[src/rtl/pool_ctrl.sv]
// pool_ctrl: window sequencer and result buffer around the max-pool stage.
// Elements pass straight through to the pool stage; the first element of each
// window carries pool_restart, and the held pool result is captured POOL_LAT
// cycles after the window's last element into a small FIFO that feeds the
// downstream stream. One credit per FIFO slot is taken at window start and
// given back on pop, so a capture can never find the FIFO full.
// POOL_LAT must be at least 1; DEPTH must be at least 1.
module pool_ctrl #(
  parameter int NUM_WIDTH  = 16,
  parameter int SIZE_WIDTH = 8,
  parameter int POOL_LAT   = 4,
  parameter int DEPTH      = 2
) (
  input  logic                  clk,
  input  logic                  rst_n,
  input  logic [SIZE_WIDTH-1:0] cfg_size,
  input  logic [NUM_WIDTH-1:0]  up_data,
  input  logic                  up_valid,
  output logic                  up_ready,
  output logic                  pool_restart,
  output logic [NUM_WIDTH-1:0]  pool_data,
  output logic                  pool_valid,
  input  logic [NUM_WIDTH-1:0]  pool_result,
  output logic [NUM_WIDTH-1:0]  dn_data,
  output logic                  dn_valid,
  input  logic                  dn_ready
);

  localparam int CW = $clog2(DEPTH + 1);
  localparam int PW = (DEPTH > 1) ? $clog2(DEPTH) : 1;

  logic [SIZE_WIDTH-1:0] count_q, count_d;
  logic [SIZE_WIDTH-1:0] size_q, size_d;
  logic [SIZE_WIDTH-1:0] cfg_eff;
  logic [CW-1:0]         credits_q, credits_d;
  logic [CW-1:0]         occ_q, occ_d;
  logic [PW-1:0]         rd_ptr_q, rd_ptr_d;
  logic [PW-1:0]         wr_ptr_q, wr_ptr_d;
  logic [POOL_LAT-1:0]   last_sr_q, last_sr_d;
  logic [NUM_WIDTH-1:0]  mem_q [DEPTH];

  logic first, accept, last, push, pop, full;

  function automatic logic [PW-1:0] ptr_inc(input logic [PW-1:0] p);
    return (p == PW'(DEPTH - 1)) ? '0 : p + PW'(1);
  endfunction

  // Handshake and pool-stage drive. Ready depends only on state (and reset),
  // never on up_valid, and only ever stalls between windows.
  assign first        = (count_q == '0);
  assign cfg_eff      = (cfg_size == '0) ? SIZE_WIDTH'(1) : cfg_size;
  assign up_ready     = rst_n & (!first | (credits_q != '0));
  assign accept       = up_valid & up_ready;
  assign pool_valid   = accept;
  assign pool_data    = rst_n ? up_data : '0;
  assign pool_restart = accept & first;

  // Together with the live last flag, last_sr_q forms the POOL_LAT+1 tap delay
  // line; its oldest tap lines up with pool_result settling on the window max.
  assign push     = last_sr_q[POOL_LAT-1];
  assign dn_valid = (occ_q != '0);
  assign pop      = dn_valid & dn_ready;
  assign full     = (occ_q == CW'(DEPTH));
  assign dn_data  = mem_q[rd_ptr_q];

  // Window counter, credit and FIFO bookkeeping for the next cycle.
  always_comb begin
    // NOTE: every output of a combinational block gets a default first, so no path can infer a latch.
    count_d   = count_q;
    size_d    = size_q;
    last      = 1'b0;
    if (accept) begin
      if (first) begin
        size_d = cfg_eff;
        last   = (cfg_eff == SIZE_WIDTH'(1));
      end else begin
        last   = (count_q == size_q - SIZE_WIDTH'(1));
      end
      count_d = last ? '0 : count_q + SIZE_WIDTH'(1);
    end
    last_sr_d = POOL_LAT'({last_sr_q, last});
    credits_d = credits_q + CW'(pop) - CW'(pool_restart);
    occ_d     = occ_q + CW'(push) - CW'(pop);
    wr_ptr_d  = push ? ptr_inc(wr_ptr_q) : wr_ptr_q;
    rd_ptr_d  = pop  ? ptr_inc(rd_ptr_q) : rd_ptr_q;
  end

  // State registers; reset discards every in-flight window and buffered result.
  always_ff @(posedge clk or negedge rst_n) begin
    if (!rst_n) begin
      // NOTE: state uses non-blocking assignments so all registers update together at the edge.
      count_q   <= '0;
      size_q    <= SIZE_WIDTH'(1);
      credits_q <= CW'(DEPTH);
      occ_q     <= '0;
      wr_ptr_q  <= '0;
      rd_ptr_q  <= '0;
      last_sr_q <= '0;
    end else begin
      count_q   <= count_d;
      size_q    <= size_d;
      credits_q <= credits_d;
      occ_q     <= occ_d;
      wr_ptr_q  <= wr_ptr_d;
      rd_ptr_q  <= rd_ptr_d;
      last_sr_q <= last_sr_d;
    end
  end

  // Result storage, written on the capture edge.
  always_ff @(posedge clk or negedge rst_n) begin
    if (!rst_n) begin
      // NOTE: this memory is reset on purpose so dn_data reads 0 out of reset; only worth it because it is tiny.
      for (int i = 0; i < DEPTH; i++) mem_q[i] <= '0;
    end else if (push) begin
      mem_q[wr_ptr_q] <= pool_result;
    end
  end

  // A capture into a full FIFO would lose a result; credits make it unreachable.
  a_no_push_full : assert property (@(posedge clk) disable iff (!rst_n) !(push && full));
  a_credit_range : assert property (@(posedge clk) disable iff (!rst_n) credits_q <= CW'(DEPTH));

endmodule
[config.mk]
export PLATFORM = sky130hd
export DESIGN_NAME = pool_ctrl
export DESIGN_NICKNAME = d
export VERILOG_FILES = /design/src/rtl/pool_ctrl.sv
export SDC_FILE = /design/constraint.sdc
export NUM_CORES = 1
export LEC_CHECK = 0
export BUFFER_PORTS_ARGS = -buffer_cell sky130_fd_sc_hd__buf_2
export CAP_MARGIN = 10
export CORE_UTILIZATION = 35
export CTS_CLUSTER_DIAMETER = 100
export DETAILED_ROUTE_END_ITERATION = 6
export GPL_ROUTABILITY_DRIVEN = 0
export GPL_TIMING_DRIVEN = 0
export PLACE_DENSITY = 0.63
export SYNTH_ARGS = -nofsm -noshare
export SYNTH_HDL_FRONTEND = slang
export SYNTH_SLANG_ARGS = --single-unit
[constraint.sdc]
create_clock -name clk -period 2.76 [get_ports clk]
set_input_delay 0.414 -clock clk [delete_from_list [all_inputs] [get_ports clk]]
set_output_delay 0.414 -clock clk [all_outputs]
set_load 0.05 [all_outputs]
==> impl_results.md <==
- Detailed Place HPWL: ~4.5 mm
- M1 WL: 2.82 mm
- Final Skew: 0.0109 ns
- Post-Route WL: 6.08 mm
- RSZ-0062 raised after global routing: false
- Syn nets: 296
- Io pins: 80
- Max Buffers Root-to-Sink: 2
- Largest net degree at the start of global routing: 26
- Global-route wire length before repair: 10.1 mm
- Fmax: 381 MHz
- Seq cells post-synth: 58
- CTS tree: yes
- 1st-iter DRT viols: 68
- DRT Pass-1 Iters: 4
- Top FF cell, synth: dfrtp_1
- Worst setup margin: 0.133 ns
- Final setup viols: 0
- Area contributors post-synth: dfrtp_1, mux2_2, and2_1
- Fin. Hold Viols: 0
- Routed vias: 2174
- Pwr/cell area: between 1000 and 1500 nW/um2
- Synthesized-area fraction occupied by xor and xnor cells: ~4.4%
- Proportion of layout cells with a drive suffix above 1: between 40% and 50%
- Post-Synth Simple-Gate Area: between 10% and 20%
- Crit path DAT: 2.21 ns
- ANT nets after route: 0
- Reg clk slew, reported paths: ~0.07 ns
- Maximum fanout along the worst path: 10
- Largest family of logic cells by synthesized area: multiplexers
- Rows: 33
- Clock Sinks: 58
- Post-synth ARST share: 100%
- Tot Pwr: between 4 and 5 mW
- Slew at the pin closest to its max-slew limit: ~0.68 ns
- R2R Path Start: count_q[1]
- Area growth syn-to-layout: 27.3%
- Post-synthesis compound-gate area fraction: between 7 and 8%
- Gr usage total: 14.8%
- Die Width: between 90 and 100 um
- CTS root buffer: clkbuf_8
- Die ar.: 8820 um2
- CP startpoint: rd_ptr_q
- Ys Warns: 0
- Input/output buffers: 79
- Yosys top cell by area: dfrtp_1
- Most frequent cells in the layout: buf_2, dfrtp_1, mux2_2
- Initial core utilization: between 30% and 40%
- DR DRC count: 0
- Uppermost routed layer: met4
- Min Tclk post-route: 2.63 ns
- Die Y: 93.9 um
- Required time of the critical path: 2.35 ns
- Post-synthesis cell count: between 200 and 250
- Met3 routed WL: 337 um
- Critical path endpoint category: primary output
- Status: finished clean
- Top cell type's share of synthesized area: 47.4%
- Fill count: 745
- Final setup TNS: 0 ns
- Mean Syn Cell Area: 12.1 um2
- Max-cap violations: 0
- Final core occ: a little under half
- Crit path kind: reg -> out
- Seq/Total Area, Yosys: between 40 and 50%
- Peak supply drop: 367 uV
- Met2 wire len: 2.90 mm
- Total core area: ~8000 um2
- Routed len/inst: ~14 um
- Vias in the first global route: 2115
- CP Launch Type: register
- Slew Limit Headroom: 54.5%
- Worst Hold Slack: 0.0580 ns
- Pre-CTS setup slack: about 0.093 ns
- Post-DR vias/cell: 4.85
- Post-synth EDFFs: 0
- Multiplexer area fraction after synthesis: 20.6%
- Final Max Tran Viols: 0
- N_diodes: 0
- Nets: 389
- Synthesized-area fraction occupied by adder cells: 2.96%
- Synthesized cell area: 2960 um2
- Hold crit path type: in -> async
- Static leakage: 1.76 nW
- Gr ovfl total: 0
- Period utilization: 95.2%
- Num CTS Buffers: 9
- Htree depth: 3
- Antenna violations before repair: 0
- Worst skew pair latency: 0.34 ns
- Commonest non-fill, non-tap cell in the layout: buf_2
- Synth cell types: 45
==> timing repair <==
| item | CTS | global route |
|---|---|---|
| gates resized for setup | 0 | 6 |
| setup endpoints to repair | 2 | 3 |
| pin swaps | 1 | 0 |
| hold buffers | 0 | 0 |
| setup buffers | 1 | 0 |
==> routing by layer <==
metal,global-route usage (%),vias up
met4,2.69,0
met2,24.5,64
met5,0,-
met1,18.6,1047
met3,5.42,2
li1,-,1061
==> power by group <==
part	internal, mW	leakage, nW	switching, mW
Clock	0.414	0.0954	0.349
Combinational	0.780	0.949	1.21
Sequential	1.19	0.716	0.243
Total	2.39	1.76	1.80
==> state kept, by name (all words and copies together), names as in the netlist <==
register and cells:
rd_ptr_q 1, occ_q 2, wr_ptr_q 1, last_sr_q 4
mem_q 32, credits_q 2, count_q 8, size_q 8
==> layout make-up <==
class	instances	area [um2]	area share (%)
clock buffer	9	124	3.29
tap	105	131	3.49
multi-input combinational	168	1450	38.4
timing repair buffer	82	460	12.2
clock inverter	7	68.8	1.83
buffer	10	45.0	1.20
sequential	58	1460	38.7
inverter	9	33.8	0.898
==> worst max-delay path, stage by stage, from the launching register on <==
cell and delay (ns):
dfrtp_1 0.32, clkbuf_1 0.36, clkbuf_1 0.58, mux2_2 0.41, buf_2 0.21
==> cells in the mapped netlist (3+ instances only) <==
| cell type | instances |
|---|---|
| nor2_1 | 9 |
| nand2_1 | 7 |
| xor2_1 | 3 |
| clkbuf_1 | 6 |
| dfrtp_1 | 56 |
| o21ai_0 | 6 |
| o21ai_1 | 3 |
| mux2_1 | 5 |
| nor2b_1 | 3 |
| xnor2_1 | 12 |
| ha_1 | 7 |
| nor3_1 | 4 |
| o211ai_1 | 3 |
| inv_1 | 8 |
| mux2_2 | 49 |
| or3_1 | 3 |
| and2_1 | 17 |
| buf_2 | 3 |
| nand3_1 | 6 |
==> cell families (layout without fill, tap and decap cells) <==
group                    Yosys count  in the layout
AO/OA/AOI/OAI                     27             27
XOR/XNOR                          15             15
adder cells (fa/ha/maj)            7              7
buffers and inverters             19            117
flip-flops                        58             58
multiplexers                      54             54
AND/OR/NAND/NOR                   65             65
==> per-stage QoR <==
step	instances	area [um2]
2_1_floorplan	245	2960
3_3_place_gp	429	3480
6_report	448	3760
3_5_place_dp	431	3540
4_1_cts	448	3740
5_1_grt	448	3760
==> path summary, 6_finish.rpt <==
path / to / slack, ns / cells past startpoint
worst max-delay path: dn_data[11] / 0.13 / 4
worst min-delay path: mem_q[19] / 0.06 / 1
worst max register to register: credits_q[1] / 0.28 / 12
worst min register to register: last_sr_q[3] / 0.35 / 0
max in group asynchronous: count_q[0] / 2.00 / 3
min in group clk: size_q[1] / 0.30 / 3
No activity file was read; power rests on OpenSTA's default activity.
